**config.mk**
```make
export PLATFORM = sky130hd
export DESIGN_NAME = inst_fetch
export DESIGN_NICKNAME = d
export VERILOG_FILES = /design/src/rtl/inst_fetch.sv
export SDC_FILE = /design/constraint.sdc
export NUM_CORES = 1
export LEC_CHECK = 0
export BUFFER_PORTS_ARGS = -buffer_cell sky130_fd_sc_hd__buf_2
export CAP_MARGIN = 20
export CORE_AREA = 2 2 127 129
export CTS_CLUSTER_SIZE = 14
export DETAILED_ROUTE_END_ITERATION = 10
export DIE_AREA = 0 0 129 131
export SLEW_MARGIN = 20
export SYNTH_ARGS = -nofsm -noshare
export SYNTH_HDL_FRONTEND = slang
export SYNTH_SLANG_ARGS = --single-unit
```
**constraint.sdc**
```tcl
create_clock -name clk -period 3.66 [get_ports clk]
set_input_delay 0.366 -clock clk [delete_from_list [all_inputs] [get_ports clk]]
set_output_delay 0.366 -clock clk [all_outputs]
set_load 0.02 [all_outputs]
```
**src/rtl/inst_fetch.sv**
```systemverilog
// inst_fetch: MIPS-lite PC register and instruction fetch FSM (RST -> REQ -> HOLD).
// Define IFETCH_CNT_EN to add the accepted-instruction counter port fetch_cnt.
module inst_fetch #(
  parameter logic [31:0] RESET_PC = 32'h0000_3000,
  parameter int unsigned CNT_W    = 32
) (
  input  logic        clk,
  input  logic        rst_n,
  output logic        imem_req,
  output logic [31:0] imem_addr,
  input  logic        imem_ready,
  input  logic [31:0] imem_rdata,
  output logic        inst_valid,
  input  logic        inst_ready,
  output logic [31:0] inst,
  output logic [5:0]  op,
  output logic [31:0] pc,
  output logic [31:0] pc_plus4,
  input  logic        Branch,
  input  logic        Jmp,
  input  logic        zero
`ifdef IFETCH_CNT_EN
  ,
  output logic [CNT_W-1:0] fetch_cnt
`endif
);

  typedef enum logic [1:0] {S_RST, S_REQ, S_HOLD} state_t;

  localparam logic [31:0] PC_INIT = {RESET_PC[31:2], 2'b00};

  state_t      r_state;
  logic        r_req;
  logic        r_valid;
  logic [31:0] r_pc;
  logic [31:0] r_inst;

  logic [31:0] w_pc4;
  logic [31:0] w_br_off;
  logic [31:0] w_next_pc;
  logic        w_accept;

  if (CNT_W == 0) begin : g_cnt_w_chk
    $error("inst_fetch: CNT_W must be nonzero");
  end

  assign w_pc4    = r_pc + 32'd4;
  assign w_br_off = {{14{r_inst[15]}}, r_inst[15:0], 2'b00};
  assign w_accept = (r_state == S_HOLD) && inst_ready;

  // Jump beats branch; a branch is only taken when the ALU reports equality.
  always_comb begin
    w_next_pc = w_pc4;
    if (Jmp)
      w_next_pc = {w_pc4[31:28], r_inst[25:0], 2'b00};
    else if (Branch && zero)
      w_next_pc = w_pc4 + w_br_off;
  end

  always_ff @(posedge clk) begin
    if (!rst_n) begin
      r_state <= S_RST;
      r_req   <= 1'b0;
      r_valid <= 1'b0;
      r_pc    <= PC_INIT;
      r_inst  <= '0;
    end else begin
      case (r_state)
        S_RST: begin
          r_state <= S_REQ;
          r_req   <= 1'b1;
        end
        S_REQ: begin
          if (imem_ready) begin
            r_inst  <= imem_rdata;
            r_req   <= 1'b0;
            r_valid <= 1'b1;
            r_state <= S_HOLD;
          end
        end
        S_HOLD: begin
          if (inst_ready) begin
            r_pc    <= w_next_pc;
            r_valid <= 1'b0;
            r_req   <= 1'b1;
            r_state <= S_REQ;
          end
        end
        default: begin
          r_state <= S_RST;
          r_req   <= 1'b0;
          r_valid <= 1'b0;
        end
      endcase
    end
  end

`ifdef IFETCH_CNT_EN
  logic [CNT_W-1:0] r_cnt;

  always_ff @(posedge clk) begin
    if (!rst_n)
      r_cnt <= '0;
    else if (w_accept)
      r_cnt <= r_cnt + 1'b1;
  end

  assign fetch_cnt = r_cnt;
`else
  logic w_unused_accept;
  assign w_unused_accept = w_accept;
`endif

  assign imem_req   = r_req;
  assign imem_addr  = r_pc;
  assign inst_valid = r_valid;
  assign inst       = r_inst;
  assign op         = r_inst[31:26];
  assign pc         = r_pc;
  assign pc_plus4   = w_pc4;

endmodule

```
* After elaboration in Yosys (flattened, before gate mapping)
Index checks and enable logic that the tools add are counted.
Storage, ports and cells: register bits 68, latch bits 0, RAM bits 0, memory bits (read-only) 0, input port bits 39, memories kept 0
Operators by class: add/subtract/negate cells 2, multiply operators 0, divide/modulo/power cells 0, $lt $le $gt $ge 0, equality and inequality tests 4, shift operators 0, muxes and demuxes 11, bitwise logic cells 1, reductions and logical operators 6
Operator list (number):
- two-way mux 32 bit | 2
- adder 32 x 3 -> 32 bit (second input constant) | 1
- adder 32 bit | 1
- case mux 1 bit (3 select lines) | 2
- case mux 2 bit (3 select lines) | 1
- AND reduction 2 bit | 3
- two-way mux 1 bit | 4
- two-way mux 2 bit | 2
- inequality test 2 bit (second input constant) | 2
- AND reduction 3 bit | 1
- == test 2 x 1 -> 1 bit (second input constant) | 1
- == test 2 bit (second input constant) | 1
- logical NOT 2 bit | 1
- logical AND 1 bit | 1
- inverter 1 bit | 1

* Depth between registers and ports, before layout
Gate-level depths: netlist of run 1.
depth after elaboration 4, gate-level depth with buffers 18, gate-level depth less buffers 17

* Worst setup path after synthesis of run 1
OpenSTA, ideal clock, no wires.
path kind flip-flop to flip-flop, start reg r_pc[2] (netlist: imem_addr[2]), end reg r_pc[30] (netlist: imem_addr[30]), data arrival time 4075 ps, path slack -485 ps, stages on the path, launching flop included 19, buffers on the path 1, period minus slack after synthesis 4145 ps, path through dfxtp_1 > and3_1 > nand3_1 > or2_1 > clkbuf_1 > nor2_1 > nand3_1 > xnor2_1 > ha_1 > a21o_1 > a21o_1 > a21o_1 > a21o_1 > a21o_1 > a21o_1 > a21oi_1 > nand3_1 > a211o_1 > a21boi_1
Between the ends: longest elaborated chain between the ends 4
Ends and longest elaborated chain:
- start: declaration | line 35 | logic [31:0] r_pc;
- start signal: assignment | line 83 | r_pc <= w_next_pc;
- adder 32 x 3 -> 32 bit | line 47 | assign w_pc4 = r_pc + 32'd4;
- net pc_plus4[23] | line 18 | output logic [31:0] pc_plus4,
- adder 32 bit | line 57 | w_next_pc = w_pc4 + w_br_off;
- two-way mux 32 bit | line 56 | else if (Branch && zero)
- two-way mux 32 bit | line 54 | if (Jmp)
The timed path passes the listed nets, and every way through them passes these cells. A chain may end at the register's enable or synchronous reset.

* Worst setup path after layout of run 1
start reg r_pc[3] (netlist: imem_addr[3]), end reg r_pc[30] (netlist: imem_addr[30])
Between the ends: longest elaborated chain between the ends 4
Ends and longest elaborated chain (line):
- adder 32 x 3 -> 32 bit * | 47
- adder 32 bit | 57
- two-way mux 32 bit | 56
- two-way mux 32 bit * | 54
Every way passes the cells marked *; elsewhere a longest branch is shown, timed or not.

==> results of run 1 <==
## cells in the final DEF (no fill, tap or decap), types with 6 or more instances in the layout
master     instances
buf_2            168
nand2_1          131
dfxtp_1           56
buf_4             47
nor2_1            38
a21boi_0          36
ha_1              32
o21ai_0           30
a21oi_1           27
xnor2_1           25
a21o_1            23
nand3_1           20
o211ai_1          19
nor3_1            15
xor2_1            14
inv_1             11
and2_1            11
nand4_1           10
clkbuf_16         10
o21ai_1            9
and3_1             7
a21oi_2            6
conb_1             6
dfxtp_2            6
## path summary, 6_finish.rpt
kind,from,to,slack [ns],cells after the start
min reg2reg,inst_valid,inst_valid,0.47,2
max,imem_addr[3],imem_addr[30],0.13,17
max reg2reg,imem_addr[3],imem_addr[30],0.13,17
min,imem_rdata[26],inst[26],0.27,3
## cell usage after synthesis (4+ instances only)
cell type	n	area (µm²)
nor2_1	43	161.4
nand3_1	23	115.1
and3_1	8	50.05
o21ai_0	30	150.1
o21ai_1	10	50.05
a21boi_0	36	270.3
mux2i_1	5	50.05
nor3_1	15	75.07
clkbuf_1	29	108.9
nand4_1	10	62.56
and2_1	11	68.82
o21bai_1	4	30.03
o21a_1	5	37.54
nor2b_1	4	25.02
a21oi_1	33	165.2
ha_1	36	450.4
o211ai_1	19	142.6
buf_1	5	18.77
a21o_1	23	172.7
xnor2_1	31	271.5
inv_1	11	41.29
dfxtp_1	65	1301
nand2_1	132	495.5
nand2b_1	4	25.02
a211oi_1	5	37.54
buf_4	42	315.3
a211o_1	4	35.03
xor2_1	18	157.7
## sequential cells by signal, indices dropped and copies added (netlist names)
signal      cells
imem_addr      30
inst           32
inst_valid      1
r_state         2
## critical path: cells and delay by family, from the launching register on
family          cells  cell delay, ns
buf+inv             1            0.16
compound gates      9            1.80
flops               1            0.37
xor+xnor            1            0.16
simple gates        4            0.40
fa+ha+maj           2            0.58
## final cells by class
| class | count | area, µm² | share of cell area (%) |
|---|---|---|---|
| clock buffers | 12 | 267.8 | 3.863 |
| clock inverters | 3 | 15.01 | 0.2166 |
| inverters | 11 | 41.29 | 0.5957 |
| multi-input cells | 566 | 3824 | 55.16 |
| flip-flops and latches | 65 | 1320 | 19.04 |
| well taps | 216 | 270.3 | 3.899 |
| repair buffers | 215 | 1194 | 17.22 |
## metrics by stage
| stage | cells | hold slack [ns] | total power [mW] | setup WS (ns) | TNS, ns |
|---|---|---|---|---|---|
| after floorplan | 718 | 0.4939 | 1.015 | -0.02677 | -0.02677 |
| after global placement | 1069 | 0.4558 | 1.122 | 0.08187 | 0 |
| after detailed placement | 1069 | 0.4600 | 1.124 | -0.003563 | -0.003563 |
| after CTS | 1084 | 0.2595 | 1.971 | 0.0007727 | 0 |
| after global routing | 1088 | 0.2722 | 2.054 | -0.03196 | -0.08185 |
| final | 1088 | 0.2701 | 1.955 | 0.1259 | 0 |
## power by group
group	internal (mW)	switching [mW]
Combinational	0.127	0.226
Sequential	0.732	0.0266
Clock	0.511	0.333
## per-layer routing
layer  up-vias  part of all wire (%)
li1       2786                     -
met4         0                   2.5
met2       179                    44
met5         -                     0
met3        34                   5.5
met1      2538                    48
## cells by family (layout without fill, tap and decap cells)
logic type | after synthesis | after routing | share of synthesized area, %
compound gates | 203 | 203 | 26.54
flops | 65 | 65 | 24.19
mux | 6 | 6 | 1.140
fa+ha+maj | 37 | 37 | 8.744
xor+xnor | 49 | 49 | 7.977
other cells | 1 | 6 | 0.06970
buf+inv | 87 | 241 | 9.000
simple gates | 265 | 265 | 22.35
## what timing repair did
action                     CTS  global route
setup buffers                0             4
pin swaps                    0            11
setup endpoints to repair    2            10
cloned                       0             0
gates resized for setup      1            28
==> summary.md, run 1 <==
| Metric | Value |
|---|---|
| CTS tree | `built` |
| Final instance area | `6932 µm²` |
| Die W | `129 µm` |
| Final WL | `17920 µm` |
| Seq/Total Area, Yosys | `24.19%` |
| Drt pass-1 iters | `5` |
| Mapped Cells | `713` |
| Pin count of the biggest net entering global routing | `59` |
| Core Area | `15600 µm²` |
| Outcome | `complete, no violations` |
| DR vias/cell | `5.089` |
| Post-layout min period | `3.534 ns` |
| GRT met2 Usage | `31.90%` |
| GP Congestion | `0.8718` |
| Setup CP Type | `register to register` |
| Initial Util | `34.49%` |
| RSZ-0062 raised after global routing | `true` |
| CTS H-tree depth | `3` |
| Crit path max fanout | `6` |
| Initial antenna violation count | `0` |
| Rel. slew slack | `46.84%` |
| Layout cells sized above 1 | `32.91%` |
| Fillers | `1620` |
| Critical path capture point type | `register` |
| Clock tree buffer depth | `2` |
| Gr busiest metal | `met2` |
| Post-synth EDFFs | `0` |
| Syn avg cell area | `7.546 µm²` |
| Drt wl/cell | `16.47 µm` |
| Die Y | `131 µm` |
| Drt first-iter violations | `413` |
| Layout Nets | `944` |
| Lkg Pwr | `3.331 nW` |
| CP startpoint kind | `register` |
| Met3 Resource Use GR | `3.746%` |
| CTS sink cnt | `65` |
| CTS Buf Count | `9` |
| Worst Path Arrival | `3.80 ns` |
| Input/output buffers | `168` |
| Synth Flop Type | `dfxtp_1` |
| Power per standard cell area | `282.1 nW/µm²` |
| CP max stage delay | `0.38 ns` |
| Grt total ovfl | `0` |
| Crit share post-route | `96.56%` |
| Std cell rows | `46` |
| Final Setup Violations | `0` |
| Ant diodes | `0` |
| Clock Skew | `0.006600 ns` |
| ANT nets after route | `0` |
| Vias in the first global route | `4980` |
| Top Ports | `175` |
| Number of synthesized register bits | `65` |
| Final slew viol count | `0` |
| Final hold viol count | `0` |
| Final cell utilization of the core | `44.44%` |
| Maximum vdd drop | `0.0001836 V` |
| Synth Cell Area | `5380 µm²` |
| Max Fclk | `283.0 MHz` |
| Max-cap violation count | `0` |
| Synthesis Warnings | `0` |
| Worst-path cell with the longest stage delay | `ha_1` |
| Required time of the critical path | `3.93 ns` |
| Die ar. | `16900 µm²` |
| Cells along the critical path | `ha_2, nand3_2, buf_4, nor2_2, nand2_1, xnor2_1, ha_1, o21a_1, o211ai_1, a21oi_2, nand2_2, a211oi_4, o211ai_1, a211o_1, a21o_1, a211o_1, a21boi_1` |
| Gr usage total | `21.00%` |
| P&R area growth vs syn | `28.84%` |
| CTS root buf | `clkbuf_16` |
| Clock slew seen by the registers of the worst setup and hold paths | `0.06 ns` |
| DP Wirelength | `13120 µm` |
| Grt met1 use | `29.13%` |
| Worst-Margin Slew | `0.7944 ns` |
| Asr flop ratio synth | `0%` |
| DRC | `0` |
| Post-synthesis cell type count | `63` |
| Placed Area | `6477 µm²` |
| Global-route wire length before repair | `27170 µm` |
| Worst skew pair latency | `0.34 ns` |
| Cts hold-fix bufs | `0` |
| Min-delay worst type | `input pin to register` |
| Routed via count | `5537` |
(Power assumes the default switching activity.)
==> inputs of run 2 (changes only) <==
--- a/config.mk
+++ b/config.mk
@@ -11,6 +11,7 @@
 export CTS_CLUSTER_SIZE = 14
 export DETAILED_ROUTE_END_ITERATION = 10
 export DIE_AREA = 0 0 129 131
+export PLACE_DENSITY_LB_ADDON = 0.3
 export SLEW_MARGIN = 20
 export SYNTH_ARGS = -nofsm -noshare
 export SYNTH_HDL_FRONTEND = slang
==> summary.md, run 2 (synthesized netlist as in run 1, its figures left out) <==
| Metric | Value |
|---|---|
| Outcome | `complete, no violations` |
| DRC | `0` |
| Most common cell after layout, fill and taps aside | `buf_2` |
| Min-delay worst type | `input pin to register` |
| Vias in the first global route | `5086` |
| CP most frequent cell | `a21o_1` |
| Worst skew pair latency | `0.34 ns` |
| Std cell rows | `46` |
| Grt total ovfl | `0` |
| Cts hold-fix bufs | `0` |
| Lkg Pwr | `3.467 nW` |
| Core Area | `15600 µm²` |
| Input/output buffers | `168` |
| Hold Crit Depth | `3` |
| P&R area growth vs syn | `32.98%` |
| CTS Buf Count | `9` |
| Pin count of the biggest net entering global routing | `48` |
| Die W | `129 µm` |
| Max-cap violation count | `0` |
| Power per standard cell area | `281.5 nW/µm²` |
| CTS sink cnt | `65` |
| RSZ-0062 raised after global routing | `false` |
| Total power | `2.014 mW` |
| Worst-path cell with the longest stage delay | `dfxtp_2` |
| Ant diodes | `0` |
| Flop pwr share | `37.8%` |
| Worst reg2reg path endpoint | `imem_addr[30]` |
| Final instance area | `7154 µm²` |
| Layout cells sized above 1 | `35.23%` |
| Clock slew seen by the registers of the worst setup and hold paths | `0.06 ns` |
| Max reg flops | `32` |
| Hold Worst Slack | `0.2681 ns` |
| Top Ports | `175` |
| NetSw | `0.6019 mW` |
| Gr usage total | `21.09%` |
| Drt pass-1 iters | `7` |
| Placed Area | `6613 µm²` |
| Drt wl/cell | `16.33 µm` |
| Clock tree buffer depth | `2` |
| DP Cell Count | `1087` |
| R2r setup slk | `0.14 ns` |
| Critical path capture point type | `register` |
| Initial Util | `34.49%` |
| Final hold viol count | `0` |
| Crit share post-route | `96.13%` |
| Clock share of power | `44.1%` |
| DR vias/cell | `5.112` |
| Cells along the critical path | `and3_1, and3_4, nand4_1, nor2_4, nand3_4, xnor2_4, ha_4, a21o_1, a21o_1, a21o_1, a21o_1, a21o_1, a21o_1, a21oi_2, nand3_1, a211o_1, a21boi_1` |
| Post-layout min period | `3.518 ns` |
| DP Wirelength | `13590 µm` |
| CP max stage delay | `0.32 ns` |
| Fin cells | `1110` |
| Setup CP Type | `register to register` |
| Required time of the critical path | `3.93 ns` |
| Critical R2R Launch | `imem_addr[13]` |
| Rel. slew slack | `47.20%` |
| Dpl ws | `0.05766 ns` |
| Initial antenna violation count | `0` |
| Cells on worst reg2reg path | `17` |
| CP startpoint kind | `register` |
| CTS tree | `built` |
| Switch share | `29.89%` |
| GP Congestion | `0.8910` |
| ANT nets after route | `0` |
| Clock Skew | `0.007421 ns` |
| Crit path from | `imem_addr[13]` |
| Global-route wire length before repair | `27770 µm` |
| Final Setup Violations | `0` |
| Final WL | `18130 µm` |
| Max Fclk | `284.2 MHz` |
| Int Power | `1.412 mW` |
| Layout Nets | `965` |
| Final worst slack | `0.1415 ns` |
| Routed via count | `5674` |
| Crit path max fanout | `4` |
| CTS H-tree depth | `3` |
| Maximum vdd drop | `0.0001951 V` |
| Final slew viol count | `0` |
| Die Y | `131 µm` |
| Worst-Margin Slew | `0.7891 ns` |
| Drt first-iter violations | `445` |
| Die ar. | `16900 µm²` |
| Commonest cells after routing, fill and taps aside | `168 x buf_2, 131 x nand2_1, 68 x buf_4, 56 x dfxtp_1, 38 x nor2_1` |
| Combinational share of power | `18.1%` |
| CP endpoint | `imem_addr[30]` |
| Worst Path Arrival | `3.79 ns` |
| CTS root buf | `clkbuf_16` |
run 2: cell types whose count changed in the layout (fill, tap and decap cells not counted), sizes merged:
cell,previous run,this run
buf,215,236
clkbuf,12,11
clkinvlp,0,2
clkinv,3,2
bufinv,0,1
run 2: final cells by class:
class | count | area, µm²
Inverter | 11 | 41.29
Clock inverter | 5 | 55.05
Sequential cell | 65 | 1318
Fill cell | 1610 | 8443
Tap cell | 216 | 270.3
Timing Repair Buffer | 236 | 1351
Clock buffer | 11 | 242.7
Multi-Input combinational cell | 566 | 3876
run 2: critical path: cells and delay by family, from the launching register on:
kind	cells	cell delay, ns
compound gates	9	1.67
xor+xnor	1	0.21
fa+ha+maj	1	0.23
flops	1	0.32
simple gates	6	1.01
run 2: worst min path at each step:
stage	start	to	slack (ns)
4_1_cts	imem_rdata[19]	inst[19]	0.26
3_3_place_gp	inst_valid	inst_valid	0.46
5_1_grt	imem_rdata[24]	inst[24]	0.28
6_report	imem_rdata[22]	inst[22]	0.27
2_1_floorplan	r_state[1]	r_state[1]	0.49
3_5_place_dp	inst_valid	inst_valid	0.46
run 2: power groups by stage:
stage | Clock, mW | Combinational, mW | Sequential (mW)
finish | 0.887 | 0.365 | 0.762
global route | 0.942 | 0.400 | 0.766
CTS | 0.908 | 0.356 | 0.762
detailed placement | 0 | 0.355 | 0.777
global placement | 0 | 0.354 | 0.777
floorplan | 0 | 0.211 | 0.804
run 2: what timing repair did:
action | in CTS | in global routing
setup endpoints to repair | 0 | 12
setup buffers | 0 | 7
endpoints found under the hold margin | 0 | 0
resized for setup | 0 | 35
run 2: metal layers:
layer | vias up | global-route usage (%) | routed length [µm]
met5 | - | 0 | 0
met4 | 0 | 6.074 | 308
met3 | 21 | 4.316 | 1013
met2 | 169 | 32.84 | 8014
met1 | 2664 | 29.55 | 8791
li1 | 2820 | - | -
run 2: through the flow:
step	util, %	TNS [ns]
2_1_floorplan	-	-0.02677
3_3_place_gp	42.40	0
3_5_place_dp	42.40	0
4_1_cts	44.30	0
5_1_grt	45.87	0
6_report	45.87	0
